### src/rtl/ps2_pkg.sv
// Shared types and constants for the PS/2 keyboard receiver.
package ps2_pkg;

  // Frame receive states
  typedef enum logic [1:0] {
    IDLE   = 2'd0,
    DATA   = 2'd1,
    PARITY = 2'd2,
    STOP   = 2'd3
  } ps2_state_e;

  localparam int unsigned PS2_DATA_BITS = 8;

  // statusFlags bit positions
  localparam int unsigned STAT_OVF_BIT = 0;
  localparam int unsigned STAT_ERR_BIT = 1;
  localparam int unsigned STAT_W       = 2;

endpackage

### src/rtl/scan_fifo.sv
// Synchronous scan-code FIFO. A pop on empty is ignored; a push on full
// only succeeds when a pop frees the head in the same cycle.
module scan_fifo
  import ps2_pkg::*;
#(
  parameter int unsigned DEPTH = 4
) (
  input  logic                     clk,
  input  logic                     rst,
  input  logic                     push,
  input  logic                     pop,
  input  logic [PS2_DATA_BITS-1:0] wdata,
  output logic [PS2_DATA_BITS-1:0] head_c,
  output logic                     full_c,
  output logic                     empty_c
);

  localparam int unsigned AW = (DEPTH > 1) ? $clog2(DEPTH) : 1;
  localparam int unsigned CW = $clog2(DEPTH + 1);

  logic [PS2_DATA_BITS-1:0] mem_q [DEPTH];
  logic [PS2_DATA_BITS-1:0] mem_d [DEPTH];
  logic [AW-1:0]            wr_ptr_q, wr_ptr_d;
  logic [AW-1:0]            rd_ptr_q, rd_ptr_d;
  logic [CW-1:0]            count_q,  count_d;
  logic                     do_push, do_pop;

  assign empty_c = (count_q == '0);
  assign full_c  = (count_q == CW'(DEPTH));
  assign head_c  = empty_c ? '0 : mem_q[rd_ptr_q];

  // Resolve push/pop against occupancy and compute next pointers/storage
  always_comb begin
    mem_d    = mem_q;
    wr_ptr_d = wr_ptr_q;
    rd_ptr_d = rd_ptr_q;
    count_d  = count_q;
    do_pop   = pop && !empty_c;
    do_push  = push && (!full_c || do_pop);
    if (do_push) begin
      mem_d[wr_ptr_q] = wdata;
      wr_ptr_d        = AW'(wr_ptr_q + AW'(1));
    end
    if (do_pop) begin
      rd_ptr_d = AW'(rd_ptr_q + AW'(1));
    end
    count_d = CW'(count_q + CW'(do_push) - CW'(do_pop));
  end

  // FIFO state registers
  always_ff @(posedge clk) begin
    if (!rst) begin
      mem_q    <= '{default: '0};
      wr_ptr_q <= '0;
      rd_ptr_q <= '0;
      count_q  <= '0;
    end else begin
      mem_q    <= mem_d;
      wr_ptr_q <= wr_ptr_d;
      rd_ptr_q <= rd_ptr_d;
      count_q  <= count_d;
    end
  end

endmodule

### src/rtl/ps2_keyboard.sv
// PS/2 keyboard receiver: deserialises device-to-host frames, checks
// framing and odd parity, buffers scan codes and raises a level interrupt.
module ps2_keyboard
  import ps2_pkg::*;
#(
  parameter int unsigned FIFO_DEPTH     = 4,
  parameter int unsigned TIMEOUT_CYCLES = 50000,
  parameter logic [3:0]  INT_INDEX      = 4'h1
) (
  input  logic               clk,
  input  logic               rst,
  input  logic               ps2Clk,
  input  logic               ps2Data,
  input  logic               intAck,
  output logic               hardwareInterruptSignal,
  output logic [3:0]         hardwareInterruptIndex,
  output logic [15:0]        keyboardData,
  output logic [STAT_W-1:0]  statusFlags
);

  localparam int unsigned CNT_W = $clog2(PS2_DATA_BITS);
  localparam int unsigned TO_W  = $clog2(TIMEOUT_CYCLES + 1);
  localparam logic [TO_W-1:0] TO_LAST = TO_W'(TIMEOUT_CYCLES - 1);

  // Pin synchronisers and edge detector
  logic clk_s1_q, clk_s1_d, clk_s2_q, clk_s2_d, clk_prev_q, clk_prev_d;
  logic fall_q, fall_d;
  logic dat_s1_q, dat_s1_d, dat_s2_q, dat_s2_d, dat_q, dat_d;

  // Receiver state
  ps2_state_e               state_q, state_d;
  logic [CNT_W-1:0]         bit_cnt_q, bit_cnt_d;
  logic [PS2_DATA_BITS-1:0] shift_q, shift_d;
  logic                     parity_q, parity_d;
  logic [TO_W-1:0]          to_cnt_q, to_cnt_d;
  logic [STAT_W-1:0]        flags_q, flags_d;
  logic [3:0]               idx_q, idx_d;
  logic                     push_c, err_set_c, ovf_set_c;

  logic [PS2_DATA_BITS-1:0] head_c;
  logic                     full_c, empty_c;

  // Two-stage synchronisers; falling edge registered from the second stage
  always_comb begin
    clk_s1_d   = ps2Clk;
    clk_s2_d   = clk_s1_q;
    clk_prev_d = clk_s2_q;
    fall_d     = clk_prev_q & ~clk_s2_q;
    dat_s1_d   = ps2Data;
    dat_s2_d   = dat_s1_q;
    dat_d      = dat_s2_q;
  end

  // Synchroniser and edge registers (pins idle high)
  always_ff @(posedge clk) begin
    if (!rst) begin
      clk_s1_q   <= 1'b1;
      clk_s2_q   <= 1'b1;
      clk_prev_q <= 1'b1;
      fall_q     <= 1'b0;
      dat_s1_q   <= 1'b1;
      dat_s2_q   <= 1'b1;
      dat_q      <= 1'b1;
    end else begin
      clk_s1_q   <= clk_s1_d;
      clk_s2_q   <= clk_s2_d;
      clk_prev_q <= clk_prev_d;
      fall_q     <= fall_d;
      dat_s1_q   <= dat_s1_d;
      dat_s2_q   <= dat_s2_d;
      dat_q      <= dat_d;
    end
  end

  // Frame FSM, timeout and sticky flags
  always_comb begin
    state_d   = state_q;
    bit_cnt_d = bit_cnt_q;
    shift_d   = shift_q;
    parity_d  = parity_q;
    flags_d   = flags_q;
    idx_d     = INT_INDEX;
    push_c    = 1'b0;
    err_set_c = 1'b0;

    if (fall_q || state_q == IDLE) begin
      to_cnt_d = '0;
    end else if (to_cnt_q != TO_LAST) begin
      to_cnt_d = TO_W'(to_cnt_q + TO_W'(1));
    end else begin
      to_cnt_d = to_cnt_q;
    end

    unique case (state_q)
      IDLE: begin
        if (fall_q) begin
          if (!dat_q) begin
            shift_d   = '0;
            bit_cnt_d = '0;
            state_d   = DATA;
          end else begin
            err_set_c = 1'b1;
          end
        end
      end
      DATA: begin
        if (fall_q) begin
          shift_d   = {dat_q, shift_q[PS2_DATA_BITS-1:1]};
          bit_cnt_d = CNT_W'(bit_cnt_q + CNT_W'(1));
          if (bit_cnt_q == CNT_W'(PS2_DATA_BITS - 1)) begin
            state_d = PARITY;
          end
        end
      end
      PARITY: begin
        if (fall_q) begin
          parity_d = dat_q;
          state_d  = STOP;
        end
      end
      STOP: begin
        if (fall_q) begin
          if (dat_q && (^{shift_q, parity_q})) begin
            push_c = 1'b1;
          end else begin
            err_set_c = 1'b1;
          end
          state_d = IDLE;
        end
      end
      default: state_d = IDLE;
    endcase

    // A stalled partial frame is silently abandoned
    if (!fall_q && state_q != IDLE && to_cnt_q == TO_LAST) begin
      state_d = IDLE;
      shift_d = '0;
    end

    // Overflow only when the push cannot ride on a same-cycle pop
    ovf_set_c = push_c && full_c && !intAck;
    if (ovf_set_c) flags_d[STAT_OVF_BIT] = 1'b1;
    if (err_set_c) flags_d[STAT_ERR_BIT] = 1'b1;
  end

  // Receiver state registers
  always_ff @(posedge clk) begin
    if (!rst) begin
      state_q   <= IDLE;
      bit_cnt_q <= '0;
      shift_q   <= '0;
      parity_q  <= 1'b0;
      to_cnt_q  <= '0;
      flags_q   <= '0;
      idx_q     <= '0;
    end else begin
      state_q   <= state_d;
      bit_cnt_q <= bit_cnt_d;
      shift_q   <= shift_d;
      parity_q  <= parity_d;
      to_cnt_q  <= to_cnt_d;
      flags_q   <= flags_d;
      idx_q     <= idx_d;
    end
  end

  scan_fifo #(
    .DEPTH (FIFO_DEPTH)
  ) u_fifo (
    .clk     (clk),
    .rst     (rst),
    .push    (push_c),
    .pop     (intAck),
    .wdata   (shift_q),
    .head_c  (head_c),
    .full_c  (full_c),
    .empty_c (empty_c)
  );

  assign hardwareInterruptSignal = !empty_c;
  assign hardwareInterruptIndex  = idx_q;
  assign keyboardData            = {8'h00, head_c};
  assign statusFlags             = flags_q;

endmodule

### config.mk
export PLATFORM = sky130hd
export DESIGN_NAME = ps2_keyboard
export DESIGN_NICKNAME = d
export VERILOG_FILES = /design/src/rtl/ps2_pkg.sv /design/src/rtl/scan_fifo.sv /design/src/rtl/ps2_keyboard.sv
export SDC_FILE = /design/constraint.sdc
export NUM_CORES = 1
export LEC_CHECK = 0
export CAP_MARGIN = 25
export CORE_MARGIN = 3
export CORE_UTILIZATION = 30
export DETAILED_ROUTE_END_ITERATION = 10
export PLACE_DENSITY = 0.44
export SLEW_MARGIN = 20
export SYNTH_ARGS = -nofsm -noshare
export SYNTH_HDL_FRONTEND = slang
export SYNTH_SLANG_ARGS = --single-unit
### constraint.sdc
create_clock -name clk -period 3.5 [get_ports clk]
set_input_delay 0.875 -clock clk [delete_from_list [all_inputs] [get_ports clk]]
set_output_delay 0.875 -clock clk [all_outputs]
set_load 0.005 [all_outputs]
[Word level (Yosys, flattened, before mapping)]
Cells that the tools add are included.
Storage, ports and cells
  flip-flop bits (word level): 82
  input bits: 5
  word-level logic and storage cells: 104
Operators by class
  add/sub/neg operators: 6
  order comparisons: 3
  equality and inequality tests: 13
  muxes and demuxes: 31
  bitwise logic cells: 5
  reductions and logical operators: 24
Operators by type and width (number)
  8-bit 2-to-1 mux: 7
  32-bit bitwise mux: 1
  16-bit by 1-bit adder with 16-bit output, second input constant: 1
  8-bit binary-select mux with 2-bit select: 1
  8-bit demux with 2-bit select: 1
  16-bit == test, second input constant: 1
  16-bit != test, second input constant: 1
  8-bit case mux with 2 select lines: 1
  2-bit 2-to-1 mux: 6
  2-bit != test, second input constant: 6
  3-bit 2-to-1 mux: 3
  9-bit parity: 1
  1-bit logical AND: 8
  1-bit 2-to-1 mux: 8
  2-bit case mux with 4 select lines: 1
  3-bit == test, second input constant: 2
  3-bit >= comparator, second input constant: 2
  2-bit inverter with 3-bit output: 2
  3-bit case mux with 2 select lines: 1
  6-bit AND reduction: 1
  2-bit by 1-bit adder with 2-bit output, second input constant: 2
  2-bit == test, second input constant: 2
  1-bit logical NOT: 4
  4-bit AND reduction: 1
  other kinds (14): 18

[Longest topological paths before layout]
Gate-level depths: netlist of run 1.
  word-level depth: 8
  gate-level depth with buffers: 11

[Cells and area by module]
Synthesis of run 1 repeated with hierarchy kept, for this count alone.
Second synthesis, totals
  cell total of the unflattened synthesis: 376
  area, all modules: 3698.5 µm²
By module, submodules not included
  ps2_keyboard: instances 1, cells an instance 198, area each 1868.0 µm², sequential area each 800.8 µm²
  scan_fifo: instances 1, cells an instance 178, area each 1830.5 µm², sequential area each 780.7 µm²

[Least setup slack after synthesis of run 1]
Ideal clock, no wire load.
  kind: input -> register
  from: input intAck
  to: register u_fifo.count_q[2]
  setup time: 0.115 ns
  arrival: 2.706 ns
  required time: 3.385 ns
  setup slack: 0.679 ns
  stages on the path: 10
  path buffers: 1
  cells stage by stage: or4b_2 -> clkbuf_1 -> nand3_1 -> mux2i_1 -> ha_1 -> inv_1 -> fa_1 -> xnor2_1 -> xnor2_1 -> and2_1
Between the ends
  cells in the longest elaborated chain, start to end: 5
Ends and longest elaborated chain
  from (decl): line ps2_keyboard.sv:14  | input logic intAck,
  1-bit logical AND: line scan_fifo.sv:38  | do_pop = pop && !empty_c;
  1-bit logical OR: line scan_fifo.sv:39  | do_push = push && (!full_c || do_pop);
  1-bit logical AND: line scan_fifo.sv:39
  net u_fifo.do_push: line scan_fifo.sv:26  | logic do_push, do_pop;
  3-bit by 1-bit adder with 3-bit output: line scan_fifo.sv:47  | count_d = CW'(count_q + CW'(do_push) - CW'(do_pop));
  3-bit by 1-bit subtractor with 3-bit output: line scan_fifo.sv:47
  to (signal assigned): line scan_fifo.sv:61  | count_q <= count_d;
  to (decl): line scan_fifo.sv:25  | logic [CW-1:0] count_q, count_d;
The timed path passes the listed nets, and every way through them passes these cells.
A chain may end at the register's enable or synchronous reset.

[Final worst setup path of run 1]
  from: register u_fifo.rd_ptr_q[0]
  to: output keyboardData[0]
Between the ends
  cells in the longest elaborated chain, start to end: 5
Ends and longest elaborated chain
  from (decl): line scan_fifo.sv:24  | logic [AW-1:0] rd_ptr_q, rd_ptr_d;
  from (signal assigned): line scan_fifo.sv:60  | rd_ptr_q <= rd_ptr_d;
  2-bit inverter with 3-bit output (not written as such): line scan_fifo.sv:30  | assign head_c = empty_c ? '0 : mem_q[rd_ptr_q];
  8-bit binary-select mux with 2-bit select: line scan_fifo.sv:30
  8-bit 2-to-1 mux (not written as such) (2 in a row): line scan_fifo.sv:30
  8-bit 2-to-1 mux: line scan_fifo.sv:30
  to (decl): line ps2_keyboard.sv:17  | output logic [15:0] keyboardData,
Every way passes these cells. The select of a mux whose other input is x is not followed.

==> results of run 1 <==
flip-flops by register name (all words and copies together) (netlist names):
| register | count |
|---|---|
| u_fifo.mem_q | 32 |
| to_cnt_q | 16 |
| shift_q | 8 |
| bit_cnt_q | 3 |
| u_fifo.count_q | 3 |
| state_q | 2 |
| statusFlags | 2 |
| u_fifo.rd_ptr_q | 2 |
| u_fifo.wr_ptr_q | 2 |
| clk_prev_d | 1 |
| clk_prev_q | 1 |
| clk_s1_q | 1 |
| dat_d | 1 |
| dat_q | 1 |
| dat_s1_q | 1 |
| fall_q | 1 |
| hardwareInterruptIndex | 1 |
| parity_q | 1 |
cell usage after synthesis, drive strengths merged:
library cell,number
nor3b,1
ha,13
nor3,3
o21ai,6
o221ai,1
or3,5
nand4,13
xor2,7
nand2b,6
inv,13
a22o,1
nand3b,1
clkbuf,15
buf,15
o31ai,4
nor2b,8
nor4,2
and4,2
nand3,10
conb,1
dfxtp,79
a21oi,8
and2,13
fa,1
and3,6
a22oi,10
mux4,8
a211oi,1
or4,4
nand2,50
xor3,1
mux2i,43
or4b,3
xnor3,2
xnor2,9
nor2,20
area by class of cell:
class	instances	share of cell area [%]
Timing Repair Buffer	21	4.333
Clock inverter	5	2.392
Multi-Input combinational cell	273	46.65
Tap cell	168	4.727
Clock buffer	11	5.234
Sequential cell	79	35.57
Inverter	13	1.097
how the worst min path moves through the flow:
stage,end,slack [ps],cells past startpoint,startpoint
finish,dat_q,410,1,dat_d
global route,dat_q,430,1,dat_d
CTS,dat_d,410,1,dat_s1_q
detailed placement,dat_d,400,1,dat_s1_q
global placement,dat_d,390,1,dat_s1_q
floorplan,clk_prev_d,390,1,clk_s1_q
through the flow:
stage / hold WS [ps] / worst slack [ps] / utilization (%) / cells / power (mW)
after CTS: 408.6 / 518.5 / 36.27 / 570 / 2.366
after global placement: 392.7 / 329.5 / 33.50 / 554 / 1.274
after detailed placement: 395.2 / 296.5 / 33.50 / 554 / 1.279
after global routing: 427.8 / 471.9 / 36.27 / 570 / 2.431
after floorplan: 386.3 / 679.5 / - / 395 / 1.183
final: 405.7 / 577.2 / 36.27 / 570 / 2.320
cell families after synthesis:
logic type | count (synthesis) | share of synthesized area [%]
and+or+nand+nor | 147 | 19.92
other | 1 | 0.09737
AOI/OAI and AO/OA | 31 | 5.556
muxes | 51 | 17.15
xor gates and xnor gates | 19 | 5.426
DFF | 79 | 41.07
buffers and inverters | 43 | 6.043
adders and majority gates | 14 | 4.743
per-layer routing:
layer	track usage [%]	share of wire, %	vias to the layer above	wire length, um
met4	5.369	1.8	0	140
met2	17.38	44	35	3430
li1	-	-	1343	-
met1	15.80	51	1256	4006
met5	0	0	-	0
met3	3.134	3.4	9	265
power groups by stage:
stage / combinational (mW) / clock, mW / sequential (mW)
floorplan: 0.221 / 0 / 0.962
global placement: 0.297 / 0 / 0.977
detailed placement: 0.303 / 0 / 0.976
CTS: 0.304 / 1.11 / 0.956
global route: 0.334 / 1.14 / 0.960
finish: 0.293 / 1.07 / 0.956
worst max-delay path, delay by kind of cell, from the launching register on:
family / cells / cell delay (ps)
buf+inv: 2 / 680
mux: 1 / 540
simple gates: 1 / 180
flops: 1 / 310
==> results.json, run 1 <==
{
  "status": "finished, final reports clean",
  "rr_startpoint": "shift_q[4]",
  "slew_headroom_pct": 49.40,
  "cts_num_sinks": 79,
  "grt_remaining_overflow": 0,
  "clk_latency_ps": 340,
  "drt_wl_total_um": 7842,
  "fmax_mhz": 342.1,
  "endpoint_kind": "output pin",
  "worst-path-max-fanout": 10,
  "vias_per_cell": 4.637,
  "rsz0062_at_grt": "no",
  "max-vdd-ir-drop_mv": 0.2500,
  "p_comb_share_pct": 12.6,
  "seq_area_mm2": 0.001582,
  "ioPinCount": 28,
  "gp_congestion": 0.7449,
  "syn2layout_area_growth_pct": 15.46,
  "cp.required_ps": 2620,
  "grtUsageTotal_pct": 11.70,
  "die_h_um": 119.3,
  "pwr-share-seq_pct": 41.2,
  "htreeDepth": 3,
  "cp-startpoint": "u_fifo.rd_ptr_q[0]",
  "yosys_register_bits": 79,
  "antenna_left": 0,
  "final.setup.tns_ps": 0,
  "start_util_pct": 31.41,
  "min_path_type": "register to register",
  "clockRootBuffer": "clkbuf_16",
  "worstSetupStartpointType": "register",
  "synth_area_leader_cell": "dfxtp_1",
  "routedWlPerCell_um": 13.76,
  "cts_tree": "yes",
  "postPlaceCellArea_mm2": 0.004108,
  "slowest_delay_ps": 540,
  "layout.nets": 416,
  "num_rows": 40,
  "syn_avg_cell_area_um2": 10.00,
  "fillers": 1233,
  "grt_max_degree": 36,
  "regToRegSetupSlack_ps": 760,
  "fin_crit_sh_pct": 83.51,
  "seq_area_frac_synth_pct": 41.07,
  "drt_iter0_drc": 164,
  "drv_cap": 0,
  "dieWidth_um": 119.3,
  "core-area_mm2": 0.01226,
  "crit_chain": "buf_4, mux4_2, and2_1, clkdlybuf4s50_1",
  "period_needed_ps": 2923,
  "cp.arrival_ps": 2050,
  "hold_viol_final": 0,
  "dp_hpwl_um": 5179,
  "grt_pass1_vias": 2534,
  "grt_antenna_before_repair": 0,
  "post_cts_resized": 0,
  "criticalPathCategory": "register to output pin",
  "path_clk_slew_ps": 60,
  "clock_path_buffers": 2,
  "regToRegEndpoint": "u_fifo.count_q[2]",
  "p_int_mw": 1.763,
  "antenna_cells": 0,
  "post-cts-setup-buffer-count": 0,
  "syn_inst": 385,
  "multi_input_area_mm2": 0.002074,
  "finalInstanceArea_mm2": 0.004447,
  "via_count": 2643,
  "cp_slowest_cell": "mux4_2",
  "synthTopCellsByArea": "dfxtp_1 (41%), mux2i_1 (10%), nand2_1 (4.9%)",
  "grt_pass1_wl_um": 13050,
  "cts_buffers": 9,
  "crit_end": "keyboardData[0]",
  "p_sw_share_pct": 24.01,
  "ys_types": 46,
  "rr_worst_depth": 10,
  "drc_errors": 0,
  "pwr-share-clk_pct": 46.2,
  "ctsHoldBuffers": 0,
  "p_leak_nw": 1.538,
  "first_pass_iters": 4,
  "slew_violations": 0,
  "worst_pin_slew_ps": 752.8,
  "fin_skew_ps": 8.483,
  "layout_common_cells": "dfxtp_1 (79), nand2_1 (50), mux2i_1 (39)",
  "syn_area_mm2": 0.003851,
  "yosys_warnings": 0,
  "final-setup-viol-count": 0,
  "p_per_area_mw_per_mm2": 521.7,
  "die-area_mm2": 0.01423,
  "synth_top_area_share_pct": 41.07,
  "power_switching_mw": 0.5571,
  "final_common_cell": "dfxtp_1",
  "drive_above_1_share_pct": 9.453,
  "portBuffers": 16
}
Power figures use the tool's default switching activity.
==> run 2, diff against run 1 <==
PLACE_DENSITY = 0.46   (was 0.44)
clock period = 2.4 ns   (was 3.5 ns; I/O delays follow)
==> run 2 against run 1 <==
  * Register-to-register slack got worse by 640 ps
  * Critical endpoint is now keyboardData[1]
  * Non-clock buffer count increased by 24
  * Worst hold slack improved by 1.2 ps
  * Final area increased by 5.9%
  * Clock power increased by 34%
  * Largest power group unchanged
==> results.json, run 2 (synthesis gave the netlist of run 1 again) <==
{
  "drt_iter0_drc": 110,
  "die_h_um": 119.3,
  "p_per_area_mw_per_mm2": 742.8,
  "grt_antenna_before_repair": 0,
  "drt_wl_total_um": 8066,
  "criticalPathCategory": "register to output pin",
  "portBuffers": 16,
  "clock_path_buffers": 2,
  "setup_ws_ps": 64.40,
  "dp_hpwl_um": 5372,
  "worst-path-max-fanout": 3,
  "grtUsageTotal_pct": 12.01,
  "start_util_pct": 31.41,
  "gp_congestion": 0.7579,
  "dp_slack_ps": -315.3,
  "drv_cap": 0,
  "cts_num_sinks": 79,
  "core-area_mm2": 0.01226,
  "via_count": 2732,
  "syn2layout_area_growth_pct": 22.25,
  "placed_cells": 574,
  "cts_tree": "yes",
  "min_path_type": "register to register",
  "largest_register": "u_fifo.mem_q",
  "period_needed_ps": 2336,
  "grt_pass1_vias": 2616,
  "fin_crit_sh_pct": 97.32,
  "antenna_left": 0,
  "slew_headroom_pct": 61.47,
  "fin_skew_ps": 4.250,
  "slew_violations": 0,
  "num_rows": 40,
  "postPlaceCellArea_mm2": 0.004312,
  "ioPinCount": 28,
  "first_pass_iters": 4,
  "cp.required_ps": 1800,
  "critPathBufInv": 2,
  "grt_max_degree": 57,
  "status": "finished, final reports clean",
  "routedWlPerCell_um": 13.58,
  "antenna_cells": 0,
  "clk_latency_ps": 330,
  "power_mw": 3.497,
  "drive_above_1_share_pct": 19.72,
  "vias_per_cell": 4.599,
  "endpoint_kind": "output pin",
  "hold_viol_final": 0,
  "regToRegSetupSlack_ps": 120,
  "layout.nets": 440,
  "stdcell_count": 594,
  "layout_common_cells": "dfxtp_1 (75), nand2_1 (50), mux2i_1 (38)",
  "fmax_mhz": 428.2,
  "ctsHoldBuffers": 0,
  "final_common_cell": "dfxtp_1",
  "die-area_mm2": 0.01423,
  "worstSetupStartpointType": "register",
  "cp.arrival_ps": 1740,
  "cts_buffers": 9,
  "cp_slowest_cell": "mux4_2",
  "rsz0062_at_grt": "no",
  "clockRootBuffer": "clkbuf_16",
  "slowest_delay_ps": 490,
  "htreeDepth": 3,
  "finalInstanceArea_mm2": 0.004708,
  "largest_reg_flops": 32,
  "max-vdd-ir-drop_mv": 0.4119,
  "top_regs": "u_fifo.mem_q: 32 flops, to_cnt_q: 16 flops, shift_q: 8 flops",
  "path_clk_slew_ps": 60,
  "drc_errors": 0,
  "crit_chain": "buf_12, mux4_2, and2_1, dlygate4sd2_1",
  "worst_pin_slew_ps": 576.6,
  "final-setup-viol-count": 0,
  "critPathTopFamily": "multiplexers",
  "grt_remaining_overflow": 0,
  "p_leak_nw": 1.707,
  "dieWidth_um": 119.3,
  "grt_pass1_wl_um": 13600
}
[run 2: routing by layer]
metal	vias to the layer above	GRT usage (%)	wire [um]
met5	-	0	0
met1	1282	17.00	4145
met4	0	3.436	85
met2	51	17.66	3522
met3	5	3.609	312
li1	1394	-	-
[run 2: stage by stage]
step / setup TNS [ps] / util, % / hold slack (ps)
3_3_place_gp: -472.6 / 35.16 / 388.9
4_1_cts: -324.4 / 38.13 / 408.0
2_1_floorplan: 0 / - / 386.3
5_1_grt: 0 / 38.40 / 429.3
3_5_place_dp: -725.9 / 35.16 / 393.2
6_report: 0 / 38.40 / 406.9
[run 2: repair_timing]
item / CTS / global route
pin swaps: 1 / 8
cloned: 1 / 0
resized for setup: 15 / 19
buffers inserted: 1 / 2
setup endpoints to repair: 8 / 7
[run 2: where the power goes]
part	total (mW)	switching, mW	internal, mW
combinational	0.668	0.286	0.382
sequential	1.39	0.0355	1.36
clock	1.43	0.564	0.870
[run 2: final timing paths]
kind	cells after the start	startpoint	end
max	4	u_fifo.rd_ptr_q[0]	keyboardData[1]
min	1	dat_d	dat_q
max reg2reg	9	shift_q[5]	u_fifo.count_q[2]
min reg2reg	1	dat_d	dat_q
[run 2: final cells by class]
cell class	instances	area (um2)
Sequential cell	79	1589
Tap cell	168	210.2
Multi-Input combinational cell	273	2127
Timing Repair Buffer	45	416.7
Inverter	13	48.80
Clock buffer	11	252.7
Fill cell	1253	7553
Clock inverter	5	63.81
==> run 3, diff against run 2 <==
DONT_BUFFER_PORTS = 1   (was default)
PLACE_DENSITY = 0.43   (was 0.46)
==> run 3 against run 2 <==
  * Global-route usage decreased by 0.50 points
  * Critical path depth is 6 higher
  * First-iteration DRC count fell by 10%
  * Sequential power barely moved
  * Via count fell by 4.4%
  * Maximum frequency up 1.2%
  * Critical endpoint is now u_fifo.count_q[2]
  * Largest power group unchanged
  * Highest routed layer unchanged
==> results.json, run 3 (synthesis gave the netlist of run 1 again) <==
{
  "status": "finished, final reports clean",
  "antenna_left": 0,
  "hold_viol_final": 0,
  "fin_skew_ps": 9.351,
  "use_met2_pct": 16.78,
  "cp.arrival_ps": 2540,
  "slew_headroom_pct": 60.20,
  "p_leak_nw": 1.565,
  "clockRootBuffer": "clkbuf_16",
  "vias_per_cell": 4.591,
  "worst_pin_slew_ps": 595.5,
  "gp_congestion": 0.7270,
  "period_needed_ps": 2308,
  "setup_ws_ps": 92.44,
  "worst-path-max-fanout": 4,
  "routedWlPerCell_um": 13.78,
  "grt_remaining_overflow": 0,
  "drc_errors": 0,
  "criticalPathCategory": "register to register",
  "drv_cap": 0,
  "fillers": 1237,
  "grt_max_degree": 66,
  "grtUsageTotal_pct": 11.51,
  "dp_hpwl_um": 5178,
  "syn2layout_area_growth_pct": 15.89,
  "grt_pass1_wl_um": 12850,
  "die_h_um": 119.3,
  "fmax_mhz": 433.4,
  "path_clk_slew_ps": 60,
  "use_met1_pct": 15.55,
  "grt_pass1_vias": 2417,
  "portBuffers": 0,
  "min_path_type": "input port to register",
  "via_count": 2612,
  "worstSetupStartpointType": "register",
  "layout_common_cells": "dfxtp_1 (76), nand2_1 (50), mux2i_1 (38)",
  "final-setup-viol-count": 0,
  "endpoint_kind": "register",
  "drt_iter0_drc": 99,
  "num_rows": 40,
  "gr-max-usage-layer": "met2",
  "clk_latency_ps": 340,
  "first_pass_iters": 6,
  "cts_num_sinks": 79,
  "htreeDepth": 3,
  "met3_usage_pct": 4.179,
  "antenna_cells": 0,
  "die-area_mm2": 0.01423,
  "largest_register": "u_fifo.mem_q",
  "clock_path_buffers": 2,
  "post-cts-setup-buffer-count": 0,
  "drive_above_1_share_pct": 16.71,
  "slew_violations": 0,
  "dp_slack_ps": 21.93,
  "cts_buffers": 9,
  "largest_reg_flops": 32,
  "seq_area_mm2": 0.001585,
  "fin_crit_sh_pct": 96.15,
  "multi_input_area_mm2": 0.002132,
  "start_util_pct": 31.41,
  "cts_tree": "yes",
  "cp.required_ps": 2630,
  "max-vdd-ir-drop_mv": 0.3273,
  "grt_antenna_before_repair": 0,
  "p_per_area_mw_per_mm2": 749.2,
  "core-area_mm2": 0.01226,
  "dieWidth_um": 119.3,
  "layout.nets": 416,
  "power_mw": 3.344,
  "final_common_cell": "dfxtp_1",
  "ioPinCount": 28,
  "drt_wl_total_um": 7838,
  "top_regs": "u_fifo.mem_q: 32 flops, to_cnt_q: 16 flops, shift_q: 8 flops"
}
-- run 3: cell type report --
| cell class | count | share of cell area, % |
|---|---|---|
| multi-input cells | 273 | 47.77 |
| clock inverters | 4 | 1.710 |
| flip-flops and latches | 79 | 35.52 |
| inverters | 13 | 1.093 |
| well taps | 168 | 4.710 |
| clock buffers | 11 | 5.663 |
| repair buffers | 21 | 3.532 |
-- run 3: timing repair --
| item | 4_1_cts | 5_1_grt |
|---|---|---|
| gates resized for setup | 0 | 10 |
| hold buffers | 0 | 0 |
| endpoints found under the setup margin | 0 | 1 |
-- run 3: worst paths after layout --
path	slack, ps	cells after the start	start	to
max	90	10	u_fifo.count_q[1]	u_fifo.count_q[2]
min	290	0	rst	hardwareInterruptIndex[0]
max reg2reg	90	10	u_fifo.count_q[1]	u_fifo.count_q[2]
min reg2reg	400	1	dat_d	dat_q
-- run 3: per-layer routing --
layer / wire, um / vias up
met2: 3419 / 29
met4: 125 / 0
li1: - / 1341
met5: 0 / -
met3: 281 / 10
met1: 4012 / 1232
-- run 3: through the flow --
step           util (%)  instance area [um2]  setup TNS, ps  hold WS, ps  std cells
2_1_floorplan         -                 3930              0        386.3        395
3_5_place_dp      33.45                 4101              0        393.2        554
5_1_grt           36.40                 4463         -11.66        260.5        569
4_1_cts           36.13                 4431              0        262.6        569
3_3_place_gp      33.45                 4101              0        388.8        554
6_report          36.40                 4463              0        285.9        569
-- run 3: worst max-delay path, stage by stage (launching register included) --
cell	delay [ps]
dfxtp_2	340
or3_4	390
and2_4	170
ha_1	280
inv_1	60
ha_1	130
inv_1	50
fa_2	370
xnor2_2	140
xnor2_1	120
and2_1	150
-- run 3: report_power, final --
| group | switching, mW | leakage (nW) | internal (mW) |
|---|---|---|---|
| clock | 0.533 | 0.158 | 0.965 |
| combinational | 0.213 | 0.767 | 0.232 |
| sequential | 0.0453 | 0.640 | 1.36 |
